<file path="src/rtl/fc_layer_scheduler.sv">
// Fully-connected layer scheduler: issues one data-mover run per job and writes the
// four core results of each run into the result buffer at {job, core}.
module fc_layer_scheduler #(
    parameter int CNT_BIT = 31,
    parameter int JW      = 4,
    parameter int DWIDTH  = 32
) (
    input  logic               clk,
    input  logic               reset_n,
    input  logic               i_start,
    input  logic [JW:0]        i_num_jobs,
    input  logic [CNT_BIT-1:0] i_num_cnt,
    input  logic               i_abort,
    output logic               o_idle,
    output logic               o_busy,
    output logic               o_done,
    output logic               o_err,
    output logic [JW-1:0]      o_job_idx,
    output logic               o_dm_run,
    output logic [CNT_BIT-1:0] o_dm_num_cnt,
    input  logic               i_dm_idle,
    input  logic               i_dm_done,
    input  logic [DWIDTH-1:0]  i_dm_result_0,
    input  logic [DWIDTH-1:0]  i_dm_result_1,
    input  logic [DWIDTH-1:0]  i_dm_result_2,
    input  logic [DWIDTH-1:0]  i_dm_result_3,
    output logic               o_res_we,
    output logic [JW+1:0]      o_res_addr,
    output logic [DWIDTH-1:0]  o_res_data
);

    typedef enum logic [2:0] {
        S_IDLE   = 3'd0,
        S_LAUNCH = 3'd1,
        S_WAIT   = 3'd2,
        S_STORE  = 3'd3,
        S_DRAIN  = 3'd4,
        S_DONE   = 3'd5
    } state_t;

    localparam logic [JW:0] MAX_JOBS = {1'b1, {JW{1'b0}}};

    state_t                  state;
    state_t                  state_nx;
    logic [JW:0]             jobs_q;
    logic [CNT_BIT-1:0]      cnt_q;
    logic [JW-1:0]           job_idx;
    logic [1:0]              k_q;
    logic                    abort_q;
    logic [3:0][DWIDTH-1:0]  res_q;
    logic                    cfg_ok;
    logic [JW:0]             last_idx;
    logic                    last_job;
    logic                    dm_run;

    assign cfg_ok   = (i_num_jobs != '0) && (i_num_jobs <= MAX_JOBS) && (i_num_cnt != '0);
    assign last_idx = jobs_q - (JW+1)'(1);
    assign last_job = ({1'b0, job_idx} == last_idx);

    // Handshake: o_dm_run is a single-cycle request raised only while i_dm_idle=1;
    // i_dm_done is a single-cycle completion that is only honoured in WAIT.
    always_comb begin
        state_nx = state;
        dm_run   = 1'b0;
        case (state)
            S_IDLE:   if (i_start && cfg_ok) state_nx = S_LAUNCH;
            S_LAUNCH: begin
                if (i_abort) begin
                    state_nx = S_DRAIN;
                end else if (i_dm_idle) begin
                    dm_run   = 1'b1;
                    state_nx = S_WAIT;
                end
            end
            S_WAIT:   if (i_dm_done) state_nx = S_STORE;
            S_STORE: begin
                if (k_q == 2'd3) begin
                    if (last_job)                state_nx = S_DONE;
                    else if (abort_q || i_abort) state_nx = S_DRAIN;
                    else                         state_nx = S_LAUNCH;
                end
            end
            S_DRAIN:  if (i_dm_idle) state_nx = S_DONE;
            S_DONE:   state_nx = S_IDLE;
            default:  state_nx = S_IDLE;
        endcase
    end

    always_ff @(posedge clk or negedge reset_n) begin
        if (!reset_n) begin
            state   <= S_IDLE;
            jobs_q  <= '0;
            cnt_q   <= '0;
            job_idx <= '0;
            k_q     <= '0;
            abort_q <= 1'b0;
            res_q   <= '0;
            o_done  <= 1'b0;
            o_err   <= 1'b0;
        end else begin
            state  <= state_nx;
            o_done <= (state == S_DONE);
            o_err  <= (state == S_IDLE) && i_start && !cfg_ok;
            if (state == S_IDLE && i_start && cfg_ok) begin
                jobs_q  <= i_num_jobs;
                cnt_q   <= i_num_cnt;
                job_idx <= '0;
                abort_q <= 1'b0;
            end
            if ((state == S_LAUNCH || state == S_WAIT || state == S_STORE) && i_abort)
                abort_q <= 1'b1;
            else if (state == S_DONE)
                abort_q <= 1'b0;
            if (state == S_WAIT && i_dm_done) begin
                res_q <= {i_dm_result_3, i_dm_result_2, i_dm_result_1, i_dm_result_0};
                k_q   <= '0;
            end
            if (state == S_STORE) begin
                k_q <= k_q + 2'd1;
                if (state_nx == S_LAUNCH) job_idx <= job_idx + JW'(1);
            end
        end
    end

    assign o_idle       = (state == S_IDLE);
    assign o_busy       = (state != S_IDLE) && (state != S_DONE);
    assign o_job_idx    = job_idx;
    assign o_dm_run     = dm_run;
    assign o_dm_num_cnt = cnt_q;
    assign o_res_we     = (state == S_STORE);
    assign o_res_addr   = o_res_we ? {job_idx, k_q} : '0;
    assign o_res_data   = o_res_we ? res_q[k_q] : '0;

endmodule

</file>
<file path="config.mk">
export PLATFORM = sky130hd
export DESIGN_NAME = fc_layer_scheduler
export DESIGN_NICKNAME = d
export VERILOG_FILES = /design/src/rtl/fc_layer_scheduler.sv
export SDC_FILE = /design/constraint.sdc
export NUM_CORES = 1
export LEC_CHECK = 0
export ABC_AREA = 1
export CORE_UTILIZATION = 43
export DETAILED_ROUTE_END_ITERATION = 7
export PLACE_DENSITY = 0.75
export SYNTH_ARGS = -nofsm -noshare
export SYNTH_HDL_FRONTEND = slang
export SYNTH_SLANG_ARGS = --single-unit
export TNS_END_PERCENT = 5
</file>
<file path="constraint.sdc">
create_clock -name clk -period 1.75 [get_ports clk]
set_input_delay 0.175 -clock clk [delete_from_list [all_inputs] [get_ports clk]]
set_output_delay 0.175 -clock clk [all_outputs]
set_load 0.005 [all_outputs]
</file>
==> summary.txt <==
outcome = finished with violations
failing checks = negative setup slack
chip height = 140 microns
leakage = 5.73 nW
# setup viols final = 34
register area share after synthesis = 53.4%
cell row count = 50
number of synthesized register bits = 176
CP endpoint kind = output pin
largest net degree at the start of global routing = 55
placed cell count = 1300
Syn-to-layout area delta = 44.9%
global-route wire length before repair = 35.1 mm
global route overflow = 0
die area = 19700 sq um
R2R cell count = 9
CTS buffer count = 17
VDD IR max = 0.786 mV
Die X = 140 microns
initial antenna violation count = 1
fill count = 1515
nets = 1277
Final Instance Area = 12000 sq um
Power per Cell Area = 1470 nW/um^2
Unique masters post-synth = 27
Max Clock Freq = 490 MHz
CP endpoint = o_res_data[31]
WL final = 22.8 mm
Worst-Skew Late Latency = 420 ps
fin crit share = 117%
vias in the first global route = 6755
final hold vios = 0
Antenna Nets Post-Route = 0
Tmin final = 2040 ps
detailed-route wire length per cell = 16.8 microns
post-layout util = 63.7%
synth warn = 0
min-delay worst type = input pin to asynchronous set/reset pin
clock root buffer master = clkbuf_16
post-synth design cell area = 8250 sq um
CP Max Fanout = 5
unrepaired setup endpoints after global routing = true
Max-Cap Viols = 0
Ports = 249
H-tree levels = 4
CP required = 1570 ps
Crit Reg-Reg Endpoint = o_job_idx[3]
max-slew violation count = 0
relative slew slack = 72.7%
antenna cells = 0
RePlAce Congestion = 0.832
pre-CTS setup slack = -91.2 ps
critical path arrival = 1860 ps
number of buffers added on ports = 248
r2r setup slk = 90 ps
clock sinks = 176
area post-placement = 11100 sq um
Crit Path Category = register to output pin
DR iter-0 viols = 300
Avg Inst Size Synth = 9.87 sq um
CP Launch Point = k_q[0]
gr usage total = 23.1%
Residual DRC = 0
CTS Buffer Depth = 2
CTS clk-pin slew, worst paths = 70 ps
reg-to-reg startpoint = k_q[0]
CP Launch Type = register
syn nets = 1009
hpwl dp = 15.6 mm
Cells after Synth = 836
Initial Util = 43.9%
Via density = 5.05
final std cells w/o fill = 1351
core area = 18800 sq um
CTS tree = built
Initial DRT Pass Iterations = 4
worst setup margin = -290 ps
Final Skew = 6.75 ps
share of cells above drive strength 1 = 16.5%
worst-margin pin slew = 409 ps
via count = 6818
[how the worst min path moves through the flow]
stage / start / endpoint / slack (ps) / cells past startpoint
floorplan: reset_n / abort_q / -120 / 0
global placement: reset_n / res_q[32] / 120 / 1
detailed placement: reset_n / res_q[32] / 120 / 1
CTS: reset_n / res_q[32] / 230 / 2
global route: reset_n / res_q[32] / 240 / 2
finish: reset_n / res_q[32] / 240 / 2
[layout make-up]
| cell class | instances | area, sq um | share of cell area, % |
|---|---|---|---|
| timing repair buffer | 296 | 3030 | 25.4 |
| clock buffer | 18 | 439 | 3.67 |
| sequential | 176 | 4410 | 36.9 |
| inverter | 66 | 253 | 2.11 |
| clock inverter | 14 | 140 | 1.17 |
| tap | 234 | 293 | 2.45 |
| multi-input combinational | 547 | 3390 | 28.4 |
[power breakdown]
group          internal, mW  total [mW]  switching [mW]
logic                  3.73        6.99            3.27
registers              5.79        6.80            1.02
clock network          2.05        3.73            1.68
total                  11.6        17.5            5.97
[Yosys cell counts, drive strengths merged]
| cell | count | area [sq um] |
|---|---|---|
| nor2 | 164 | 626 |
| a21oi | 34 | 170 |
| mux2 | 128 | 1440 |
| nand2 | 87 | 327 |
| a31oi | 1 | 6.26 |
| nand3 | 11 | 65.1 |
| inv | 65 | 244 |
| xor2 | 3 | 26.3 |
| clkinv | 1 | 3.75 |
| o21ai | 104 | 521 |
| a21boi | 1 | 7.51 |
| ha | 3 | 37.5 |
| nand3b | 1 | 7.51 |
| nand4 | 8 | 50.1 |
| nor3 | 1 | 5.00 |
| clkbuf | 16 | 60.1 |
| buf | 31 | 239 |
| o31ai | 1 | 7.51 |
| dfrtp | 176 | 4400 |
[cells by family (layout without fill, tap and decap cells)]
group / after synthesis / count (layout) / synth area share [%]
DFF: 176 / 176 / 53.4
adders and majority gates: 3 / 3 / 0.455
buffers and inverters: 113 / 394 / 6.63
xor gates and xnor gates: 3 / 3 / 0.319
AOI/OAI and AO/OA: 141 / 141 / 8.63
muxes: 128 / 128 / 17.5
and+or+nand+nor: 272 / 272 / 13.1
[worst max-delay path, stage by stage, from the launching register on]
cell	delay (ps)
dfrtp_2	430
buf_12	150
buf_4	140
clkbuf_16	150
buf_4	130
nor2_1	90
nor2_1	40
o21ai_0	70
a21oi_1	100
buf_2	150
[per-stage QoR]
step / TNS, ps / hold slack [ps] / total power [mW]
after global placement: -874 / 118 / 12.6
after global routing: -8490 / 237 / 18.7
after detailed placement: -1700 / 117 / 12.9
after floorplan: 0 / -121 / 10.1
final: -5360 / 236 / 17.5
after CTS: -8190 / 233 / 16.9
[placed cells by master (no fill, tap or decap), types with 3 or more instances in the layout]
master,instances
inv_2,5
mux2_2,30
o21ai_1,54
nand3_1,9
dlymetal6s2s_1,3
clkbuf_2,6
clkdlybuf4s15_2,6
inv_6,6
buf_2,23
buf_6,9
nand4_1,8
clkdlybuf4s50_1,207
nand2_1,85
ha_1,3
nor2_2,22
clkinv_4,3
buf_12,17
buf_4,18
nor2_4,3
a21oi_1,32
mux2_1,98
inv_1,60
dfrtp_1,174
xor2_1,3
nor2_1,139
clkbuf_16,20
o21ai_0,50
[flip-flops by register name (all words and copies together) (netlist names)]
register,flops
abort_q,1
o_err,1
k_q,2
res_q,128
jobs_q,5
o_done,1
o_dm_num_cnt,31
state,3
o_job_idx,4
[metal layers]
metal  share of wire [%]  GRT usage (%)  vias up
li1                    -              -     3273
met1                  43           29.4     3286
met2                  47           37.9      237
met3                 8.4           7.56       20
met4                 1.5           6.18        2
met5               0.057              0        -
[what timing repair did]
item,CTS,global route
endpoints found under the hold margin,36,0
setup endpoints to repair,42,42
pin swaps,9,19
gates resized for setup,122,84
buffers inserted,1,12
cloned,1,4
hold buffers,1,0
No activity file was read; power rests on OpenSTA's default activity.
